`config.mk`:
```
export PLATFORM = sky130hd
export DESIGN_NAME = fir_serial_mac
export DESIGN_NICKNAME = d
export VERILOG_FILES = /design/src/rtl/fir_serial_mac.sv
export SDC_FILE = /design/constraint.sdc
export NUM_CORES = 2
export LEC_CHECK = 0
export CAP_MARGIN = 10
export CORE_MARGIN = 2
export CORE_UTILIZATION = 64
export DETAILED_ROUTE_END_ITERATION = 16
export HOLD_SLACK_MARGIN = 0.03
export PLACE_DENSITY = 0.82
export REMOVE_ABC_BUFFERS = 1
export SKIP_LAST_GASP = 1
export SLEW_MARGIN = 5
export SYNTH_ARGS = -nofsm -noshare
export SYNTH_HDL_FRONTEND = slang
export SYNTH_SLANG_ARGS = --single-unit
```
`constraint.sdc`:
```
create_clock -name aclk -period 35.6 [get_ports aclk]
set_input_delay 3.56 -clock aclk [delete_from_list [all_inputs] [get_ports aclk]]
set_output_delay 3.56 -clock aclk [all_outputs]
set_load 0.05 [all_outputs]
```
`src/rtl/fir_serial_mac.sv`:
```
`default_nettype none
// ============================================================================
// Module   : fir_serial_mac
// Purpose  : Direct-form FIR filter built around a single time-multiplexed
//            multiplier-accumulator. One sample is accepted in IDLE, the MAC
//            state walks all taps (one product per cycle), and the result is
//            presented in OUT until downstream takes it.
// Ports    : aclk               - clock, rising edge
//            areset             - asynchronous active-high reset
//            s_axis_data_tvalid - input sample valid
//            s_axis_data_tdata  - signed input sample (DATA_W)
//            s_axis_data_tready - block can accept a sample (IDLE only)
//            m_axis_data_tvalid - filter result valid (OUT)
//            m_axis_data_tready - downstream accepts the result
//            m_axis_data_tdata  - signed filter result (ACC_W)
//            coef_we            - coefficient write strobe (honoured in IDLE)
//            coef_addr          - tap index of the coefficient
//            coef_data          - signed coefficient value (COEF_W)
// Revision : 1.0 - initial release
// ============================================================================
module fir_serial_mac #(
  parameter int DATA_W = 16,
  parameter int COEF_W = 16,
  parameter int NTAPS  = 19,
  parameter int ACC_W  = DATA_W + COEF_W + $clog2(NTAPS)
) (
  input  logic                     aclk,
  input  logic                     areset,
  input  logic                     s_axis_data_tvalid,
  input  logic [DATA_W-1:0]        s_axis_data_tdata,
  output logic                     s_axis_data_tready,
  output logic                     m_axis_data_tvalid,
  input  logic                     m_axis_data_tready,
  output logic [ACC_W-1:0]         m_axis_data_tdata,
  input  logic                     coef_we,
  input  logic [$clog2(NTAPS)-1:0] coef_addr,
  input  logic [COEF_W-1:0]        coef_data
);

  localparam int c_addr_w = $clog2(NTAPS);
  localparam int c_cnt_w  = $clog2(NTAPS + 1);
  localparam int c_prod_w = DATA_W + COEF_W;
  localparam logic [c_cnt_w-1:0]  c_last_cnt  = c_cnt_w'(NTAPS);
  localparam logic [c_addr_w:0]   c_ntaps_ext = (c_addr_w + 1)'(NTAPS);

  typedef enum logic [1:0] {
    S_IDLE = 2'd0,
    S_MAC  = 2'd1,
    S_OUT  = 2'd2
  } state_t;

  state_t                      r_state;
  state_t                      w_state_next;

  logic signed [DATA_W-1:0]    r_x    [NTAPS];
  logic signed [COEF_W-1:0]    r_coef [NTAPS];
  logic signed [c_prod_w-1:0]  r_prod;
  logic signed [ACC_W-1:0]     r_acc;
  logic [c_cnt_w-1:0]          r_k;

  logic                        w_in_xfer;
  logic                        w_coef_wr;
  logic                        w_mac_issue;
  logic [c_addr_w-1:0]         w_tap;
  logic signed [c_prod_w-1:0]  w_prod;

  assign w_in_xfer   = s_axis_data_tvalid && (r_state == S_IDLE);
  assign w_coef_wr   = coef_we && (r_state == S_IDLE) &&
                       ({1'b0, coef_addr} < c_ntaps_ext);
  // r_k runs 0..NTAPS: values below NTAPS issue a product, the final value
  // is the drain cycle that folds the last registered product into r_acc.
  assign w_mac_issue = (r_state == S_MAC) && (r_k != c_last_cnt);
  assign w_tap       = w_mac_issue ? r_k[c_addr_w-1:0] : '0;
  assign w_prod      = r_coef[w_tap] * r_x[w_tap];

  // State register
  always_ff @(posedge aclk or posedge areset) begin
    if (areset) begin
      r_state <= S_IDLE;
    end else begin
      r_state <= w_state_next;
    end
  end

  // Next-state logic
  always_comb begin
    w_state_next = r_state;
    case (r_state)
      S_IDLE:  if (s_axis_data_tvalid)    w_state_next = S_MAC;
      S_MAC:   if (r_k == c_last_cnt)     w_state_next = S_OUT;
      S_OUT:   if (m_axis_data_tready)    w_state_next = S_IDLE;
      default:                            w_state_next = S_IDLE;
    endcase
  end

  // Datapath: coefficient store, delay line, product pipeline, accumulator
  always_ff @(posedge aclk or posedge areset) begin
    if (areset) begin
      r_k    <= '0;
      r_prod <= '0;
      r_acc  <= '0;
      for (int i = 0; i < NTAPS; i++) begin
        r_x[i]    <= '0;
        r_coef[i] <= '0;
      end
    end else begin
      // A write coincident with an accept lands on this edge, so the MAC
      // sweep that starts on the next edge already sees the new value.
      if (w_coef_wr) begin
        r_coef[coef_addr] <= coef_data;
      end

      if (w_in_xfer) begin
        r_x[0] <= s_axis_data_tdata;
        for (int i = 1; i < NTAPS; i++) begin
          r_x[i] <= r_x[i-1];
        end
        r_acc  <= '0;
        r_prod <= '0;
        r_k    <= '0;
      end else if (r_state == S_MAC) begin
        r_acc <= r_acc + ACC_W'(r_prod);
        if (w_mac_issue) begin
          r_prod <= w_prod;
          r_k    <= r_k + c_cnt_w'(1);
        end else begin
          r_prod <= '0;
        end
      end
    end
  end

  // Ready is forced low while reset is held, even though the state is IDLE.
  assign s_axis_data_tready = (r_state == S_IDLE) && !areset;
  assign m_axis_data_tvalid = (r_state == S_OUT);
  assign m_axis_data_tdata  = r_acc;

endmodule
`default_nettype wire

```
; ---- Yosys cells after proc, flatten, opt, wreduce, memory -nomap -nowiden
; Index checks and enable logic that the tools add are counted.
[op_classes]
add_sub_neg = 2
multipliers = 1
div = 0
n_lt_le_gt_ge = 4
n_eq_ne = 7
shifts = 0
mux = 22
bitwise_logic = 2
n_reduce_logical = 12
[op_table]
columns = op, count
row1 = 304-bit bitwise mux, 1
row2 = 16-bit binary-select mux with 5-bit select, 2
row3 = 32-bit 2-to-1 mux, 3
row4 = 16-bit demux with 5-bit select, 1
row5 = 16-bit 2-to-1 mux, 5
row6 = 37-bit 2-to-1 mux, 2
row7 = 37-bit by 32-bit adder with 37-bit output, 1
row8 = 16-bit by 16-bit multiplier with 32-bit output, 1
row9 = 5-bit 2-to-1 mux, 4
row10 = "6-bit >= comparator, second input constant", 2
row11 = 5-bit NOT with 6-bit output, 2
row12 = 1-bit logical AND, 6
row13 = "6-bit by 1-bit < comparator with 1-bit output, second input constant", 1
row14 = 2-bit 2-to-1 mux, 3
row15 = 2-bit one-hot mux with 3 select lines, 1
row16 = "5-bit by 1-bit adder with 5-bit output, second input constant", 1
row17 = "5-bit == test, second input constant", 1
row18 = "5-bit < comparator, second input constant", 1
row19 = "5-bit inequality test, second input constant", 1
row20 = "2-bit inequality test, second input constant", 2
row21 = 2-bit nonzero test, 2
row22 = 3-bit AND reduction, 1
row23 = "2-bit by 1-bit == test with 1-bit output, second input constant", 1
row24 = "2-bit == test, second input constant", 1
row25 = other kinds (4), 4
[word_totals]
regBits = 684
latch_bits = 0
mem_bits_rw = 0
mem_bits_ro = 0
inputBits = 42
out_inout_bits = 39
elab_cells = 92
mem_count = 0

; ---- Logic depth before layout (Yosys ltp)
[logic_depth]
depth_word = 11
depth_mapped = 37
depth_no_buf = 32

; ---- Worst setup path before layout
; Ideal clock, no wire load.
[synth_path]
path_type = input port to output port
startpoint = in areset
endpoint = out s_axis_data_tready
arrival_ns = 4.605
required_ns = 32.040
setup_slack_ns = 27.435
cell_stages = 1
n_path_buf = 0
cell_sequence = nor3_1
[synth_via]
elab_chain_cells = 2
[synth_rtl]
columns = item, line_no
row1 = "start, declared", 28  ; input logic areset,
row2 = 1-bit zero test, 134  ; assign s_axis_data_tready = (r_state == S_IDLE) && !areset;
row3 = 1-bit logical AND, 134
row4 = "end, declared", 31  ; output logic s_axis_data_tready,
; No other way between the ends.

; ---- Final worst setup path
[layout_path]
startpoint = reg r_k[0]
endpoint = reg r_prod[31]
[layout_via]
elab_chain_cells = 11
elab_cells_between_ends = 14
classes_between = mul (1) / eq/ne (1) / mux (10) / bitwise (1) / reduce/logical (1)
[layout_rtl]
columns = item, line_no
row1 = "start, declared", 59  ; logic [c_cnt_w-1:0] r_k;
row2 = "start signal, assigned", 125  ; r_k <= r_k + c_cnt_w'(1);
row3 = 5-bit inequality test, 72  ; assign w_mac_issue = (r_state == S_MAC) && (r_k != c_last_cnt);
row4 = 1-bit logical AND, 72
row5 = 5-bit 2-to-1 mux, 73  ; assign w_tap = w_mac_issue ? r_k[c_addr_w-1:0] : '0;
row6 = 5-bit NOT with 6-bit output (implied by the code), 74  ; assign w_prod = r_coef[w_tap] * r_x[w_tap];
row7 = 16-bit binary-select mux with 5-bit select, 74
row8 = 16-bit 2-to-1 mux (implied by the code) (2 in a row), 74
row9 = 16-bit by 16-bit multiplier with 32-bit output, 74
row10 = 32-bit 2-to-1 mux *, 123  ; if (w_mac_issue) begin
row11 = 32-bit 2-to-1 mux *, 121  ; end else if (r_state == S_MAC) begin
row12 = 32-bit 2-to-1 mux *, 113  ; if (w_in_xfer) begin
row13 = "end signal, assigned", 124  ; r_prod <= w_prod;
row14 = "end, declared", 57  ; logic signed [c_prod_w-1:0] r_prod;
; Every way passes the cells marked *; elsewhere a longest branch is shown, timed or not. The select of a mux whose other input is x is not followed.
; A chain may end at the register's enable or synchronous reset.

==> impl_summary.log <==
[metrics] cell taking the most area after synthesis: dfrtp_1
[metrics] run status: finished, final reports clean
[metrics] die area: approximately 68000 um^2
[metrics] clock tree skew after final layout: ~0.028 ns
[metrics] number of iterations in the first detailed-routing pass: 6
[metrics] clock slew at reported path FFs: around 0.07 ns
[metrics] async set-reset flop share out of synthesis: between 90% and 100%
[metrics] placer's final routability congestion estimate: roughly 0.90
[metrics] leading cell type in the layout, fill and taps excluded: dfrtp_1
[metrics] number of buffers added to fix hold violations after cts: 0
[metrics] final setup fails: 0
[metrics] io pins: 81
[metrics] count of flip-flops with a built-in enable after synthesis: 0
[metrics] effective utilization at floorplan: about two thirds
[metrics] number of antenna violations at the first check in global routing: 0
[metrics] main flop type after synthesis: dfrtp_1
[metrics] Final Max Tran Viols: 0
[metrics] layout-stage area growth over the synthesis result: 8.91%
[metrics] final period demand of the worst path: about 11 ns
[metrics] number of CTS-inserted buffers: 72
[metrics] CTS tree: yes
[metrics] top cells by area, synth: dfrtp_1 41%, mux2_2 16%, fa_1 13%
[metrics] worst hold path class: reg2reg
[metrics] Max H-tree Level: 3
[metrics] number of setup buffers added after CTS: 0
[metrics] FF+latch count, synth: 684
[metrics] fin nets: 3955
[metrics] hold violation total from the final report: 0
[metrics] Crit-path slowest cell: dfrtp_4
[metrics] root buffer cell: clkbuf_16
[metrics] core box area: around 65000 um^2
[metrics] Synth Area per Inst: around 12 um^2
[metrics] number of buffer and inverter stages on the critical path: 5
[metrics] GRT Total Usage: approximately 29%
[metrics] drt via density: about 6.3
[metrics] grt ovf: 0
[metrics] pin slew with the least headroom to its limit: approximately 1.4 ns
[metrics] remaining number of nets flagged by the antenna check after routing: 0
[metrics] share of layout cells above drive strength 1: about a quarter
[metrics] WP data required: around 36 ns
[metrics] area fraction of the dominant cell type after synthesis: about 41%
[metrics] CTS sink cnt: slightly below 700
[metrics] crit-path max FO: 75
[metrics] unrepaired setup endpoints after global routing: no
[metrics] number of fillers in the final layout: 4400
[metrics] Peak Freq: around 0.09 GHz
[metrics] antenna cells: 0
[metrics] kind of start point of the critical path: register
[metrics] cell family with most CP delay: adder cells
[metrics] mapped cell area: between 40000 and 50000 um^2
[metrics] library cells used by synthesis: 70
[metrics] largest net degree at the start of global routing: between 150 and 200
[metrics] CTS-repair resized insts: 0
[metrics] category of the most critical setup path: reg2reg
[metrics] number of buffers added on ports: 80
[metrics] longest individual stage delay on the worst path: between 0.9 and 1 ns
[metrics] max-cap viol count: 0
[metrics] average wire per standard cell: ~22 um
[metrics] Post-Syn Instances: about 3600
[metrics] capturing element type of the critical path: register
[metrics] headroom to the max-slew limit: 9.72%
[metrics] count of standard-cell rows: 93
[metrics] aggregate routed wire length: just under 100000 um
[metrics] estimated wirelength of the detail-placed design: a little over 60000 um
[metrics] y dimension of the die: approximately 260 um
[metrics] arrival time at the worst endpoint: roughly 11 ns
[metrics] detailed router's first-iteration violation count: roughly 2400
[metrics] most common cell type on the critical path: fa_1
[metrics] Register-to-Register Setup Slack: around 25 ns
[metrics] via count of the first global-routing pass: about 30000
[metrics] leading cell types in the layout, fill and taps excluded: 682 x dfrtp_1, 610 x mux2_2, 311 x inv_1, 264 x fa_1, 249 x nand2_1
[metrics] post-detailed-route DRC marker count: 0
[metrics] number of warnings issued by yosys: 0
[metrics] setup TNS after final layout: 0 ns
[metrics] clock latency at the later pin of the worst-skew pair: 0.64 ns
[metrics] global-route wire length before repair: 156000 um
[metrics] number of buffers on the longest clock path: 3
[metrics] period utilization: between 30 and 40%
[metrics] vias after detailed routing: around 28000
[metrics] sequential cell area fraction in the yosys report: 40.8%
[metrics] Die Width: 260 um
## synthesized netlist by cell type (all sizes together) (3+ instances only)
cell type  number
or3             4
a31oi          16
nor3b           5
a32o            7
nor3           18
mux2i          31
buf            80
o311ai         21
o22ai          11
o31ai           6
inv           315
dfrtp         684
a22oi          42
mux2          610
and2            9
a211oi         75
or2            23
a221oi         62
a32oi          11
and3            5
a21o           23
xor2           34
nor2          196
nand2         253
nand4           6
o21ai         106
xnor2          39
fa            264
a31o           10
and4            3
a22o            7
ha            118
a21oi         111
nand2b         33
o21a            7
o21bai          7
o211ai          5
nand3          23
nor4b           3
mux4           64
clkbuf        145
nor2b          55
## final timing paths
| check | cells after the start | end | start |
|---|---|---|---|
| min | 2 | r_prod[13] | r_prod[13] |
| max reg2reg | 30 | r_prod[31] | r_k[0] |
| min in group asynchronous | 2 | m_axis_data_tdata[13] | areset |
| max | 30 | r_prod[31] | r_k[0] |
| min reg2reg | 2 | r_prod[13] | r_prod[13] |
| max in group asynchronous | 5 | r_coef[286] | areset |
## per-layer routing
layer	vias up	GRT usage, %	routed length (um)
met1	14469	38.9	39700
met4	0	11.2	3040
li1	12288	-	-
met5	-	0	0
met2	1087	47.6	46100
met3	223	6.27	7730
## flip-flops by register name, summed over array words and instances (netlist names)
| register | flops |
|---|---|
| m_axis_data_tdata | 37 |
| r_coef | 304 |
| r_prod | 32 |
| r_state | 2 |
| r_x | 304 |
| r_k | 5 |
## cell families (layout without fill, tap and decap cells)
family          count (synthesis)  after routing  synth area share [%]
compound gates                540            540                  9.05
xor+xnor                       73             73                  1.52
mux                           705            705                  20.5
flops                         684            684                  40.8
fa+ha+maj                     382            382                  16.1
simple gates                  640            640                  6.82
buf+inv                       540            561                  5.19
## stage by stage
step | instance area, um^2 | hold WS, ns | instances | util [%] | setup WS (ns)
6_report | 45700 | 0.482 | 4440 | 70.7 | 24.71
5_1_grt | 45700 | 0.512 | 4440 | 70.7 | 24.06
4_1_cts | 45700 | 0.489 | 4440 | 70.7 | 24.72
3_5_place_dp | 43300 | 0.476 | 4312 | 66.9 | 24.75
3_3_place_gp | 43300 | 0.467 | 4312 | 66.9 | 24.92
2_1_floorplan | 41000 | 0.453 | 3339 | - | 12.86
## worst register-to-register path, delay by kind of cell, from the launching register on
kind | cells | cell delay [ns]
fa+ha+maj | 8 | 3.76
compound gates | 11 | 3.16
simple gates | 4 | 1.17
buf+inv | 5 | 1.02
flops | 1 | 0.91
mux | 1 | 0.61
xor+xnor | 1 | 0.13
## area by class of cell
class / count / area [um^2] / area share [%]
Clock inverter: 28 / 400 / 0.876
Inverter: 315 / 1190 / 2.60
Tap cell: 855 / 1070 / 2.34
Clock buffer: 100 / 2050 / 4.48
Sequential cell: 684 / 17100 / 37.4
Multi-Input combinational cell: 2340 / 22800 / 49.9
Timing Repair Buffer: 118 / 1100 / 2.40
Power is not shown: default switching activity piles up to over one toggle a cycle in this logic, so the estimate is an artifact.
